**src/rtl/weights_arb_pkg.sv**
```systemverilog
// Shared widths, FSM state encoding and read-owner encoding for the weights port arbiter.
package weights_arb_pkg;

    localparam int ADDR_W = 12;
    localparam int DATA_W = 32;

    typedef enum logic [1:0] {
        IDLE  = 2'd0,
        LOCK1 = 2'd1,
        LOCK2 = 2'd2
    } arb_state_e;

    // Which requester a returning read belongs to.
    typedef enum logic {
        OWN_1 = 1'b0,
        OWN_2 = 1'b1
    } owner_e;

endpackage

```
**src/rtl/weights_rd_pipe.sv**
```systemverilog
// Valid/owner shift pipeline that tracks granted reads until the memory returns data.
module weights_rd_pipe
    import weights_arb_pkg::*;
#(
    parameter int DEPTH = 2
) (
    input  logic   clk,
    input  logic   rst,
    input  logic   push_i,
    input  owner_e owner_i,
    output logic   vld_o,
    output owner_e owner_o
);

    logic [DEPTH-1:0] vld_q;
    logic [DEPTH-1:0] own_q;

    // Valid bits shift one stage per clock; reset drops every in-flight read.
    always_ff @(posedge clk) begin
        if (rst) begin
            vld_q <= '0;
        end else begin
            vld_q[0] <= push_i;
            for (int i = 1; i < DEPTH; i++) begin
                vld_q[i] <= vld_q[i-1];
            end
        end
    end

    // Owner tags travel alongside the valid bits; they are only looked at when valid.
    always_ff @(posedge clk) begin
        own_q[0] <= owner_i;
        for (int i = 1; i < DEPTH; i++) begin
            own_q[i] <= own_q[i-1];
        end
    end

    assign vld_o   = vld_q[DEPTH-1];
    assign owner_o = owner_e'(own_q[DEPTH-1]);

endmodule

```
**src/rtl/weights_port_arbiter.sv**
```systemverilog
// Two-requester arbiter in front of the single-port weights memory (port A):
// alternating priority on conflict, burst locking, and a read-return tracker.
module weights_port_arbiter
    import weights_arb_pkg::*;
#(
    parameter int READ_LATENCY = 2
) (
    input  logic              clk,
    input  logic              rst,
    input  logic              req_1,
    input  logic              req_2,
    input  logic              lock_1,
    input  logic              lock_2,
    input  logic              we_1,
    input  logic              we_2,
    input  logic [ADDR_W-1:0] addr_1,
    input  logic [ADDR_W-1:0] addr_2,
    input  logic [DATA_W-1:0] wdata_1,
    input  logic [DATA_W-1:0] wdata_2,
    output logic              gnt_1,
    output logic              gnt_2,
    output logic              rvalid_1,
    output logic              rvalid_2,
    output logic [DATA_W-1:0] rdata,
    output logic [ADDR_W-1:0] address_a_1,
    output logic [ADDR_W-1:0] address_a_2,
    output logic              select,
    output logic [DATA_W-1:0] data_a,
    output logic              wren_a,
    input  logic [DATA_W-1:0] q_a
);

    arb_state_e state_q, state_d;
    // 1 = requester 1 was granted most recently, so requester 2 wins the next conflict.
    logic       last_grant_q;
    logic       select_q;
    logic       rd_push;
    owner_e     rd_owner;
    logic       pipe_vld;
    owner_e     pipe_owner;

    // FSM state register.
    always_ff @(posedge clk) begin
        if (rst) begin
            state_q <= IDLE;
        end else begin
            state_q <= state_d;
        end
    end

    // FSM next state: enter a lock on a locked grant, leave once the owner lets go.
    always_comb begin
        state_d = state_q;
        case (state_q)
            IDLE: begin
                if (gnt_1 && lock_1) begin
                    state_d = LOCK1;
                end else if (gnt_2 && lock_2) begin
                    state_d = LOCK2;
                end
            end
            LOCK1:   if (!req_1 || !lock_1) state_d = IDLE;
            LOCK2:   if (!req_2 || !lock_2) state_d = IDLE;
            default: state_d = IDLE;
        endcase
    end

    // FSM outputs: grants; a lock shuts out the other requester regardless of priority.
    always_comb begin
        gnt_1 = 1'b0;
        gnt_2 = 1'b0;
        if (!rst) begin
            case (state_q)
                LOCK1: gnt_1 = req_1;
                LOCK2: gnt_2 = req_2;
                default: begin
                    if (req_1 && req_2) begin
                        gnt_1 = !last_grant_q;
                        gnt_2 = last_grant_q;
                    end else begin
                        gnt_1 = req_1;
                        gnt_2 = req_2;
                    end
                end
            endcase
        end
    end

    // Memory port steering follows the granted requester; select holds when idle.
    always_comb begin
        select = select_q;
        data_a = '0;
        wren_a = 1'b0;
        if (gnt_1) begin
            select = 1'b0;
            data_a = wdata_1;
            wren_a = we_1;
        end else if (gnt_2) begin
            select = 1'b1;
            data_a = wdata_2;
            wren_a = we_2;
        end
    end

    // Priority history and held select value.
    always_ff @(posedge clk) begin
        if (rst) begin
            last_grant_q <= 1'b0;
            select_q     <= 1'b0;
        end else begin
            select_q <= select;
            if (gnt_1) begin
                last_grant_q <= 1'b1;
            end else if (gnt_2) begin
                last_grant_q <= 1'b0;
            end
        end
    end

    assign rd_push  = (gnt_1 && !we_1) || (gnt_2 && !we_2);
    assign rd_owner = gnt_2 ? OWN_2 : OWN_1;

    weights_rd_pipe #(
        .DEPTH(READ_LATENCY)
    ) u_rd_pipe (
        .clk    (clk),
        .rst    (rst),
        .push_i (rd_push),
        .owner_i(rd_owner),
        .vld_o  (pipe_vld),
        .owner_o(pipe_owner)
    );

    assign rvalid_1    = !rst && pipe_vld && (pipe_owner == OWN_1);
    assign rvalid_2    = !rst && pipe_vld && (pipe_owner == OWN_2);
    assign rdata       = q_a;
    assign address_a_1 = addr_1;
    assign address_a_2 = addr_2;

endmodule

```
**config.mk**
```make
export PLATFORM = sky130hd
export DESIGN_NAME = weights_port_arbiter
export DESIGN_NICKNAME = d
export VERILOG_FILES = /design/src/rtl/weights_arb_pkg.sv /design/src/rtl/weights_rd_pipe.sv /design/src/rtl/weights_port_arbiter.sv
export SDC_FILE = /design/constraint.sdc
export NUM_CORES = 1
export LEC_CHECK = 0
export ABC_AREA = 1
export CAP_MARGIN = 20
export CORE_AREA = 2 2 86 88
export DETAILED_ROUTE_END_ITERATION = 8
export DIE_AREA = 0 0 88 90
export PLACE_DENSITY_LB_ADDON = 0.1
export SLEW_MARGIN = 20
export SYNTH_ARGS = -nofsm -noshare
export SYNTH_HDL_FRONTEND = slang
export SYNTH_HIERARCHICAL = 1
export SYNTH_SLANG_ARGS = --single-unit
```
**constraint.sdc**
```tcl
create_clock -name clk -period 2.1 [get_ports clk]
set_input_delay 0.525 -clock clk [delete_from_list [all_inputs] [get_ports clk]]
set_output_delay 0.525 -clock clk [all_outputs]
set_load 0.05 [all_outputs]
```
### Yosys cells after proc, flatten, opt, wreduce, memory -nomap -nowiden

Cells that the tools add are included.

| word-level totals | value |
|---|---|
| output and inout port bits | 94 |
| register bits | 8 |
| bits of input ports | 128 |

| operators by class | value |
|---|---|
| reduce and logical (&&, ||, !) cells | 22 |
| multiplexer cells | 20 |
| equal/unequal tests | 5 |
| bitwise logic cells | 1 |

Operators by type and width:

| kind | number |
|---|---|
| 32-bit two-way mux | 2 |
| 1-bit two-way mux | 11 |
| 1-bit logical AND | 8 |
| 1-bit zero test | 8 |
| 2-bit two-way mux | 4 |
| 2-bit one-hot mux with 3 select lines | 1 |
| 2-bit inequality test (second input constant) | 2 |
| 1-bit one-hot mux with 2 select lines | 2 |
| 1-bit logical OR | 3 |
| 3-bit inequality test (second input constant) | 1 |
| 3-bit AND reduction | 1 |
| 2-bit by 1-bit == test with 1-bit output (second input constant) | 1 |
| 2-bit == test (second input constant) | 1 |
| 2-bit zero test | 1 |
| 2-bit nonzero test | 1 |
| 1-bit NOT | 1 |

### Longest topological paths before layout

Gate-level depths: netlist of run 1.

| depth | value |
|---|---|
| depth after elaboration | 8 |
| gate-level depth with buffers | 11 |
| mapped depth without buffers | 11 |

### Modules after synthesis

Netlist of run 1, hierarchy kept.

Modules (own cells, without submodules):

| module | cells each | area each (um^2) | times used | sequential area each (um^2) |
|---|---|---|---|---|
| weights_port_arbiter | 224 | 1310.0 | 1 | 80.1 |
| weights_rd_pipe | 8 | 95.1 | 1 | 80.1 |

### Least setup slack after synthesis of run 1

Ideal clock, no wire load.

| timing path | value |
|---|---|
| path kind | reg2out |
| from | reg state_q[0] |
| to | out select |
| data arrival time | 2.048 ns |
| stages on the path, launching flop included | 10 |
| path buffers | 2 |
| path slack | -0.473 ns |
| path through | dfxtp_1 -> inv_1 -> ha_1 -> inv_1 -> nand2_1 -> nor2_1 -> nor2_2 -> buf_6 -> buf_6 -> a21oi_1 |

RTL lines:

| element | line | source |
|---|---|---|
| start, declared | weights_port_arbiter.sv:33 | `arb_state_e state_q, state_d;` |
| start signal, assigned | weights_port_arbiter.sv:47 | `state_q <= state_d;` |
| 2-bit == test or 2-bit by 1-bit == test with 1-bit output (tied branches) | weights_port_arbiter.sv:73 | `case (state_q)` |
| 1-bit one-hot mux with 2 select lines (*) | weights_port_arbiter.sv:73 |  |
| 1-bit two-way mux (*) | weights_port_arbiter.sv:72 | `if (!rst) begin` |
| named net gnt_1 | weights_port_arbiter.sv:20 | `output logic gnt_1,` |
| 1-bit two-way mux (*) | weights_port_arbiter.sv:94 | `if (gnt_1) begin` |
| end, declared | weights_port_arbiter.sv:27 | `output logic select,` |

Mark *: on every way through the listed nets, which the timed path passes. The rest lies on a longest branch.

### Worst setup path in the final report of run 1

| timing path | value |
|---|---|
| from | reg state_q[1] |
| to | out data_a[6] |

| between the ends | value |
|---|---|
| word-level cells in the longest chain between the ends | 5 |

RTL lines:

| element | line | source |
|---|---|---|
| 2-bit == test or 2-bit by 1-bit == test with 1-bit output (tied branches) | weights_port_arbiter.sv:73 |  |
| 1-bit one-hot mux with 2 select lines | weights_port_arbiter.sv:73 |  |
| 1-bit two-way mux | weights_port_arbiter.sv:72 |  |
| 32-bit two-way mux | weights_port_arbiter.sv:98 | `end else if (gnt_2) begin` |
| 32-bit two-way mux (*) | weights_port_arbiter.sv:94 |  |
| end, declared | weights_port_arbiter.sv:28 | `output logic [DATA_W-1:0] data_a,` |

Every way passes the cells marked *; elsewhere a longest branch is shown, timed or not.

==> results.json, run 1 <==
{
  "design_area_mm2": 0.003217,
  "place_congestion": 0.6929,
  "slowest_delay_ns": 0.34,
  "via_per_inst": 4.168,
  "outcome": "finished with violations",
  "use_met1_pct": 14.01,
  "synth_warnings": 6,
  "nFillCells": 667,
  "first_global_vias": 1679,
  "coreArea_mm2": 0.007020,
  "maxCapViolations": 0,
  "drt-wirelength-per-cell_um": 13.41,
  "detail-route-antenna-nets": 0,
  "area_delta_synth_final_pct": 128.9,
  "p_per_area_mw_per_mm2": 704.7,
  "final_common_cell": "clkdlybuf4s50_1",
  "dp.final_hpwl_um": 3942,
  "antenna_cells": 0,
  "cellLeakagePower_nw": 1.322,
  "final-setup-viol-count": 36,
  "synthTopCellsByArea": "buf_4, nand2_1, nand3_1",
  "finalCriticalPeriod_ns": 2.309,
  "final_nets": 439,
  "layout_common_cells": "clkdlybuf4s50_1, nand2_1, nand2_2",
  "grt_antenna_before_repair": 0,
  "start_util_pct": 20.01,
  "place_ws_ns": -0.5380,
  "grtUsageTotal_pct": 12.77,
  "clock-sinks": 8,
  "worstSkewPairLatency_ns": 0.23,
  "utilization_pct": 45.82,
  "root_buffer": "clkbuf_8",
  "grtUsageMet2_pct": 23.11,
  "rsz0062_at_grt": "yes",
  "grt_pass1_wl_um": 8155,
  "critical_path_class": "flop to primary output",
  "crit_chain": "inv_4 -> ha_4 -> inv_2 -> nand2_2 -> nor2_4 -> nor2_4 -> inv_4 -> bufbuf_16 -> nand3_2 -> nand2_2 -> buf_8",
  "die_area_mm2": 0.007920,
  "ctsHoldBuffers": 0,
  "slowest_stage": "dfxtp_2",
  "synth.largest_area_cell": "buf_4",
  "slew_headroom_pct": 83.39,
  "maxSlewViolCount": 0,
  "cts_tree": "done",
  "ys_seq_area_share_pct": 11.40,
  "multi_input_area_mm2": 0.001116,
  "hold_violations": 0,
  "io_pins": 222,
  "ff_latch_area_um2": 162.7,
  "max-vdd-ir-drop_uv": 436.0,
  "cp_max_fo": 9,
  "syn_nets": 363,
  "violations": "setup timing",
  "netlist.area_leader.share_pct": 29.92,
  "first_pass_iters": 4,
  "crit_arrival_ns": 1.78,
  "die_h_um": 90,
  "synthCells": 232,
  "yosys.cell_types.count": 21,
  "grt.overflow.total": 0,
  "htree_levels": 1,
  "layout.cells.non_filler": 405,
  "fmax_ghz": 0.4331,
  "power.total_mw": 2.267,
  "syn_area_per_cell_um2": 6.056,
  "dr_total_vias": 1688,
  "grt_max_degree": 22,
  "grtUsageMet3_pct": 2.663,
  "drcViolationCount": 0,
  "cp.required_ns": 1.57,
  "hp-class": "flop to flop",
  "drt_iter0_drc": 33,
  "cp-end-kind": "primary output",
  "dp_cells": 393,
  "tightest_slew_ns": 0.2478,
  "setup_ws_ns": -0.2089,
  "dpl-instance-area_mm2": 0.002380,
  "synth_seq_cells": 8,
  "clk_pin_slew_worst_paths_ns": 0.04,
  "synth_area_mm2": 0.001405,
  "fp-row-count": 31,
  "start_kind": "flop",
  "clockBufferDepth": 2,
  "skew_ns": 0.001596,
  "drive_gt1_share_pct": 53.27,
  "whs_ns": 0.3251,
  "wl_um": 5430,
  "period_share_pct": 109.9,
  "numCtsBuffers": 3,
  "port_buffers": 109,
  "die_w_um": 88,
  "top_usage_layer": "met2",
  "final.setup.tns_ns": -6.813
}
cell usage after synthesis (all sizes together):
| cell | number |
|---|---|
| nand2 | 79 |
| buf | 67 |
| nand3 | 38 |
| inv | 17 |
| nor2 | 9 |
| dfxtp | 8 |
| a21oi | 3 |
| ha | 3 |
| nand4 | 2 |
| a211oi | 1 |
| nor3 | 1 |
| nor3b | 1 |
| o21ai | 1 |
| o22ai | 1 |
| or2 | 1 |
worst paths after layout:
kind	start	to	slack, ns	depth (start not counted)
worst max-delay path	state_q[1]$_SDFFE_PP0P_	data_a[6]	-0.21	11
worst min-delay path	u_rd_pipe/own_q[0]$_DFF_P_	u_rd_pipe/own_q[1]$_DFF_P_	0.33	0
worst max register to register	state_q[1]$_SDFFE_PP0P_	state_q[1]$_SDFFE_PP0P_	0.42	13
worst min register to register	u_rd_pipe/own_q[0]$_DFF_P_	u_rd_pipe/own_q[1]$_DFF_P_	0.33	0
kinds of logic after synthesis:
| group | count (synthesis) | share of synthesized area, % |
|---|---|---|
| AOI/OAI and AO/OA | 6 | 2.404 |
| and+or+nand+nor | 131 | 41.14 |
| DFF | 8 | 11.40 |
| adders and majority gates | 3 | 2.672 |
| buffers and inverters | 84 | 42.39 |
registers in the layout, summed over array words and instances (netlist names):
name	flops
u_rd_pipe/own_q	2
state_q	2
u_rd_pipe/vld_q	2
select_q	1
last_grant_q	1
critical path: cells and delay by family (launching register included):
| kind | cells | cell delay [ns] |
|---|---|---|
| fa+ha+maj | 1 | 0.27 |
| buf+inv | 5 | 0.57 |
| simple gates | 5 | 0.37 |
| flops | 1 | 0.34 |
power by group:
part | leakage [nW] | internal (mW) | switching [mW]
clock network | 0.0216 | 0.124 | 0.0604
registers | 0.0664 | 0.180 | 0.0149
logic | 1.23 | 0.888 | 0.999
cell type report:
cell class / instances / area share, %
Timing Repair Buffer: 138 / 52.98
Multi-Input combinational cell: 140 / 34.69
Sequential cell: 8 / 5.056
Tap cell: 99 / 3.851
Inverter: 17 / 2.139
Clock buffer: 3 / 1.284
layer usage:
| metal | up-vias | part of all wire, % |
|---|---|---|
| met5 | - | 0 |
| met4 | 0 | 3.1 |
| met3 | 20 | 8.2 |
| met2 | 82 | 52 |
| met1 | 763 | 37 |
| li1 | 823 | - |
repair_timing:
item / 4_1_cts / 5_1_grt
resized for setup: 110 / 47
pin swaps: 9 / 10
gates cloned: 3 / 1
endpoints found under the setup margin: 38 / 36
buffers inserted: 5 / 0
endpoints found under the hold margin: 0 / 0
Note: power is estimated with default switching activity, not from simulation.
==> inputs of run 2 (changes only) <==
--- a/config.mk
+++ b/config.mk
@@ -7,10 +7,10 @@
 export LEC_CHECK = 0
 export ABC_AREA = 1
 export CAP_MARGIN = 20
-export CORE_AREA = 2 2 86 88
+export CORE_MARGIN = 2
+export CORE_UTILIZATION = 21
 export DETAILED_ROUTE_END_ITERATION = 8
-export DIE_AREA = 0 0 88 90
-export PLACE_DENSITY_LB_ADDON = 0.1
+export PLACE_DENSITY = 0.88
 export SLEW_MARGIN = 20
 export SYNTH_ARGS = -nofsm -noshare
 export SYNTH_HDL_FRONTEND = slang
==> constraint.sdc (replaced) <==
create_clock -name clk -period 1.9 [get_ports clk]
set_input_delay 0.475 -clock clk [delete_from_list [all_inputs] [get_ports clk]]
set_output_delay 0.475 -clock clk [all_outputs]
set_load 0.05 [all_outputs]
==> results.json, run 2 (same netlist as run 1, synthesis figures left out) <==
{
  "outcome": "finished with violations",
  "violations": "DRC, setup timing",
  "htree_levels": 1,
  "hp-class": "flop to flop",
  "p_sw_mw": 1.409,
  "cp.required_ns": 1.42,
  "seqPwrFrac_pct": 7.3,
  "slowest_stage": "dfxtp_2",
  "drt-wirelength-per-cell_um": 16.75,
  "port_buffers": 109,
  "maxSlewViolCount": 0,
  "crit_chain": "inv_4 -> ha_4 -> inv_4 -> nand2_4 -> nor2_4 -> nor2_8 -> buf_6 -> buf_12 -> buf_12 -> nand3_4 -> nand2_4 -> buf_12",
  "nFillCells": 489,
  "hold_depth": 0,
  "hp-start": "u_rd_pipe/own_q[0]$_DFF_P_",
  "power.internal_mw": 1.601,
  "area_delta_synth_final_pct": 176.7,
  "dp.final_hpwl_um": 4340,
  "cp_common_cell": "buf_12",
  "coreArea_mm2": 0.006422,
  "numCtsBuffers": 3,
  "p_per_area_mw_per_mm2": 774.3,
  "finalCriticalPeriod_ns": 2.314,
  "dr_total_vias": 1748,
  "skew_ns": 0.005209,
  "slowest_delay_ns": 0.34,
  "worstSkewPairLatency_ns": 0.23,
  "grt_pass1_wl_um": 9701,
  "cp_max_fo": 5,
  "period_share_pct": 121.8,
  "drt_iter0_drc": 54,
  "grtUsageTotal_pct": 16.60,
  "crit_arrival_ns": 1.84,
  "root_buffer": "clkbuf_8",
  "cts_tree": "done",
  "drive_gt1_share_pct": 59.49,
  "wl_um": 6500,
  "first_pass_iters": 7,
  "design_area_mm2": 0.003887,
  "detail-route-antenna-nets": 0,
  "max-vdd-ir-drop_uv": 479.0,
  "dp_cells": 367,
  "holdPathEnd": "u_rd_pipe/own_q[1]$_DFF_P_",
  "io_pins": 222,
  "grt_max_degree": 16,
  "start_util_pct": 21.88,
  "dpl-instance-area_mm2": 0.003009,
  "final.setup.tns_ns": -13.40,
  "layout_common_cells": "clkdlybuf4s50_1, buf_12, nand2_4",
  "rsz0062_at_grt": "yes",
  "clk_pin_slew_worst_paths_ns": 0.04,
  "fp-row-count": 29,
  "grt_antenna_before_repair": 0,
  "critical_path_class": "flop to primary output",
  "first_global_vias": 1963,
  "cellLeakagePower_nw": 1.524,
  "ctsHoldBuffers": 0,
  "power_frac_comb_pct": 86.0,
  "reg2reg_from": "state_q[1]$_SDFFE_PP0P_",
  "fmax_ghz": 0.4321,
  "maxCapViolations": 0,
  "reg2reg_depth": 13,
  "critPathTopFamily": "buffers and inverters",
  "die_w_um": 85.80,
  "critPathBufInv": 6,
  "die_h_um": 85.80,
  "setup_ws_ns": -0.4142,
  "via_per_inst": 4.505,
  "start_kind": "flop",
  "tightest_slew_ns": 0.2169,
  "p_sw_share_pct": 46.80,
  "r2r-end": "state_q[1]$_SDFFE_PP0P_",
  "die_area_mm2": 0.007362,
  "slew_headroom_pct": 85.52,
  "rrSetupSlack_ns": 0.11,
  "drcViolationCount": 15,
  "cp-end-kind": "primary output",
  "place_congestion": 0.7256,
  "clockPowerShare_pct": 6.7,
  "antenna_cells": 0,
  "reg_top3": "state_q x2, u_rd_pipe/own_q x2, u_rd_pipe/vld_q x2",
  "final_common_cell": "clkdlybuf4s50_1",
  "layout.cells.non_filler": 388,
  "hold_violations": 0,
  "grt.overflow.total": 0,
  "final-setup-viol-count": 36,
  "clock-sinks": 8,
  "final_nets": 444,
  "clockBufferDepth": 2
}
run 2: changes by cell type in the layout (fill, tap and decap cells not counted), sizes merged:
cell           previous run  this run
clkdlybuf4s15             3         0
buf                      65        70
dlygate4sd2               0         2
clkbuf                    4         6
bufbuf                    1         0
run 2: worst reg2reg max path, delay by kind of cell, from the launching register on:
family,cells,cell delay [ns]
DFF,1,0.34
buffers and inverters,6,0.58
adders and majority gates,1,0.26
AOI/OAI and AO/OA,1,0.12
and+or+nand+nor,5,0.37
run 2: cell type report:
cell class	instances	area, um^2	share of cell area [%]
Sequential cell	8	162.7	4.184
Timing Repair Buffer	143	1999	51.43
Clock buffer	3	41.29	1.062
Tap cell	77	96.34	2.478
Inverter	17	73.82	1.899
Multi-Input combinational cell	140	1514	38.94
run 2: repair_timing:
item                                   4_1_cts  5_1_grt
pin swaps                                   36       18
setup endpoints to repair                   39       39
buffers inserted                            10        0
resized for setup                           81       31
gates cloned                                 8        2
endpoints found under the hold margin        0        0
run 2: power by group through the flow:
stage	logic, mW	clock network [mW]	registers (mW)
2_1_floorplan	1.42	0	0.214
3_3_place_gp	1.98	0	0.214
3_5_place_dp	2.02	0	0.216
4_1_cts	2.51	0.206	0.214
5_1_grt	2.71	0.213	0.223
6_report	2.59	0.201	0.219
run 2: metrics by stage:
| step | utilization [%] | worst slack, ns | hold WS (ns) | total power, mW |
|---|---|---|---|---|
| 6_report | 60.53 | -0.4142 | 0.3249 | 3.010 |
| 4_1_cts | 58.46 | -0.3982 | 0.3227 | 2.931 |
| 3_5_place_dp | 46.85 | -0.5942 | 0.3138 | 2.232 |
| 5_1_grt | 60.53 | -0.4939 | 0.3290 | 3.143 |
| 3_3_place_gp | 46.85 | -0.5555 | 0.3151 | 2.197 |
| 2_1_floorplan | - | -0.2164 | 0.3096 | 1.631 |
run 2: routing by layer:
metal	wire (um)	track usage, %
met4	64	5.195
met1	2172	17.28
met3	419	3.465
met2	3844	32.74
met5	0	0
run 2: how the worst max path moves through the flow:
stage                                  startpoint          to  slack (ns)  cells past startpoint
after global routing      state_q[1]$_SDFFE_PP0P_  data_a[31]       -0.49                     11
after CTS                 state_q[1]$_SDFFE_PP0P_  data_a[31]       -0.40                     12
final                     state_q[1]$_SDFFE_PP0P_  data_a[31]       -0.41                     12
after detailed placement                    req_1  data_a[16]       -0.59                      9
after floorplan           state_q[1]$_SDFFE_PP0P_      select       -0.22                      9
after global placement                      req_1  data_a[13]       -0.56                      9
==> inputs of run 3 (changes only) <==
--- a/config.mk
+++ b/config.mk
@@ -10,6 +10,7 @@
 export CORE_MARGIN = 2
 export CORE_UTILIZATION = 21
 export DETAILED_ROUTE_END_ITERATION = 8
+export GPL_ROUTABILITY_DRIVEN = 0
 export PLACE_DENSITY = 0.88
 export SLEW_MARGIN = 20
 export SYNTH_ARGS = -nofsm -noshare
==> results of run 3 <==
No change in the layout: final DEF, timing and power equal those of run 2.
==> variant (settings of run 1) <==
Change the package constant `ADDR_W` from 12 to 11.
--- a/src/rtl/weights_arb_pkg.sv
+++ b/src/rtl/weights_arb_pkg.sv
@@ -2,5 +2,5 @@
 package weights_arb_pkg;
 
-    localparam int ADDR_W = 12;
+    localparam int ADDR_W = 11;
     localparam int DATA_W = 32;
 
Ports: changed (resized addr_1, addr_2, address_a_1 and address_a_2); port bits go from 222 to 218. The function was not compared with the original's and may differ.
==> variant against run 1 <==
The flow still finishes with violations (negative setup slack). Non-clock buffer count is 3 higher. Register-to-register slack worse by 0.18 ns. Sequential cell count stayed put. Sequential share of layout area hardly changed. Final area is 0.43% lower. Worst setup slack worse by 0.0041 ns. Utilization is 0.20 points lower. Synthesized cell count is 0.86% lower. Area after synthesis is 1.1% lower. Total power is 0.64% higher. Die area stayed put. Largest cell class unchanged. Routed wire length is 2.8% lower. Critical endpoint is now data_a[26].
==> variant: results (changes against run 1) <==
Layout
  – Total Nets Final: 440 (was 439)
  – Biggest regs: state_q x2, u_rd_pipe/own_q x2, u_rd_pipe/vld_q x2 (unchanged)
  – Filler cell count: 685 (was 667)
  – Final cell count without fillers: 408 (was 405)
  – Diode count: 0 (unchanged)
  – Layout cells sized above 1: 0.508 (was 0.533)

Yosys
  – Mux share of post-synthesis cell area: 0 (unchanged)
  – Cells after Synth: 230 (was 232)
  – Yosys Warn Count: 6 (unchanged)
  – Post-synth net total: 359 (was 363)
  – Ranking of synthesized cells by area: buf_4, nand2_1, nand3_1 (unchanged)
  – Predominant post-synthesis flop cell: dfxtp_1 (unchanged)
  – Post-synthesis adder-cell area fraction: 0.0270 (was 0.0267)
  – Post-synth cell types: 21 (unchanged)
  – Post-synth top cells: nand2_1, buf_4, nand3_1 (unchanged)
  – Compound-Gate Fraction of Synth Area: 0.0243 (was 0.0240)
  – Seq/Total Area, Yosys: 0.115 (was 0.114)

Setup path
  – Setup Crit Path Kind: reg -> out (unchanged)
  – Max incr delay on CP: 0.32 ns (was 0.34 ns)
  – CP Max Fanout: 7 (was 9)
  – Crit-path slowest cell: dfxtp_2 (unchanged)
  – Crit-path leading delay family: buffers and inverters (unchanged)
  – CP arrival: ~1.8 ns
  – RR Startpoint: state_q[1] (unchanged)

Timing
  – Final setup margin: -0.213 ns (was -0.209 ns)
  – Clock Skew: 0.00310 ns (was 0.00160 ns)
  – Sum Neg Setup Slack: -6.67 ns (was -6.81 ns)
  – Slew @ Worst Pin: 0.229 ns (was 0.248 ns)
  – Setup violators final: 36 (unchanged)

CTS
  – CTS Buf Count: 3 (unchanged)
  – Clk buf depth: 2 (unchanged)
  – Worst-skew pair later-pin latency: about 0.22 ns
  – Clock root buffer: clkbuf_8 (unchanged)

Place
  – Placed Cells incl. Taps: 391 (was 393)
  – GP Congestion: 0.736 (was 0.693)
  – I/O Buffers: 109 (unchanged)
  – Hpwl dp: 3760 um (was 3940 um)
  – Pre-CTS setup slack: -0.530 ns (was -0.538 ns)

Global routing
  – GRT Util Overall: 0.125 (was 0.128)
  – Vias in the first global route: 1643 (was 1679)
  – Largest net degree at the start of global routing: 25 (was 22)
  – First-pass GRT wire length: 8040 um (was 8160 um)

Status
  – Violated checks: negative setup slack (unchanged)
  – Outcome: finished, violations left (unchanged)

Route
  – Vias: 1652 (was 1688)
  – Iteration-0 DRC count of the detailed router: 17 (was 33)
  – Wire length per cell: 12.9 um (was 13.4 um)

Pwr
  – Leakage: 1.34 nW (was 1.32 nW)
  – Worst vdd ir: 366 uV (was 436 uV)
-- variant: final timing paths --
check | endpoint | slack, ns | depth (start not counted)
hold reg to reg | u_rd_pipe/own_q[1] | 0.33 | 0
setup / recovery | data_a[26] | -0.21 | 11
setup reg to reg | state_q[1] | 0.24 | 14
hold / removal | u_rd_pipe/own_q[1] | 0.33 | 0
-- variant: layout make-up --
| cell class | instances | area [um^2] | area share |
|---|---|---|---|
| tap | 99 | 124 | 0.0387 |
| sequential | 8 | 163 | 0.0508 |
| multi-input combinational | 140 | 1060 | 0.330 |
| inverter | 17 | 71.3 | 0.0223 |
| clock buffer | 3 | 41.3 | 0.0129 |
| timing repair buffer | 141 | 1750 | 0.545 |
-- variant: through the flow --
step / hold WS (ns) / instance area (um^2)
global route: 0.339 / 3200
global placement: 0.315 / 2350
detailed placement: 0.316 / 2350
CTS: 0.328 / 2940
floorplan: 0.310 / 1520
finish: 0.326 / 3200
-- variant: timing repair --
| item | 4_1_cts | 5_1_grt |
|---|---|---|
| setup endpoints to repair | 38 | 36 |
| buffers inserted | 7 | 3 |
| gates cloned | 2 | 3 |
| pin swaps | 13 | 15 |
| gates resized for setup | 109 | 47 |
-- variant: kinds of logic (layout without fill, tap and decap cells) --
kind of cell             after synthesis  in the layout
AO/OA/AOI/OAI                          6              6
flip-flops                             8              8
AND/OR/NAND/NOR                      131            131
adder cells (fa/ha/maj)                3              3
buffers and inverters                 82            161
-- variant: routing by layer --
layer	track usage	part of all wire	vias to the layer above
met2	0.236	0.54	73
met4	0.0385	0.021	0
met5	0	0	-
met1	0.135	0.37	732
met3	0.0275	0.075	20
li1	-	-	827
-- variant: report_power, final --
part | switching, W | total (W) | internal (W)
combinational | 0.00100 | 0.00191 | 0.000908
clock | 0.0000538 | 0.000177 | 0.000124
sequential | 0.0000141 | 0.000194 | 0.000180
total | 0.00107 | 0.00228 | 0.00121
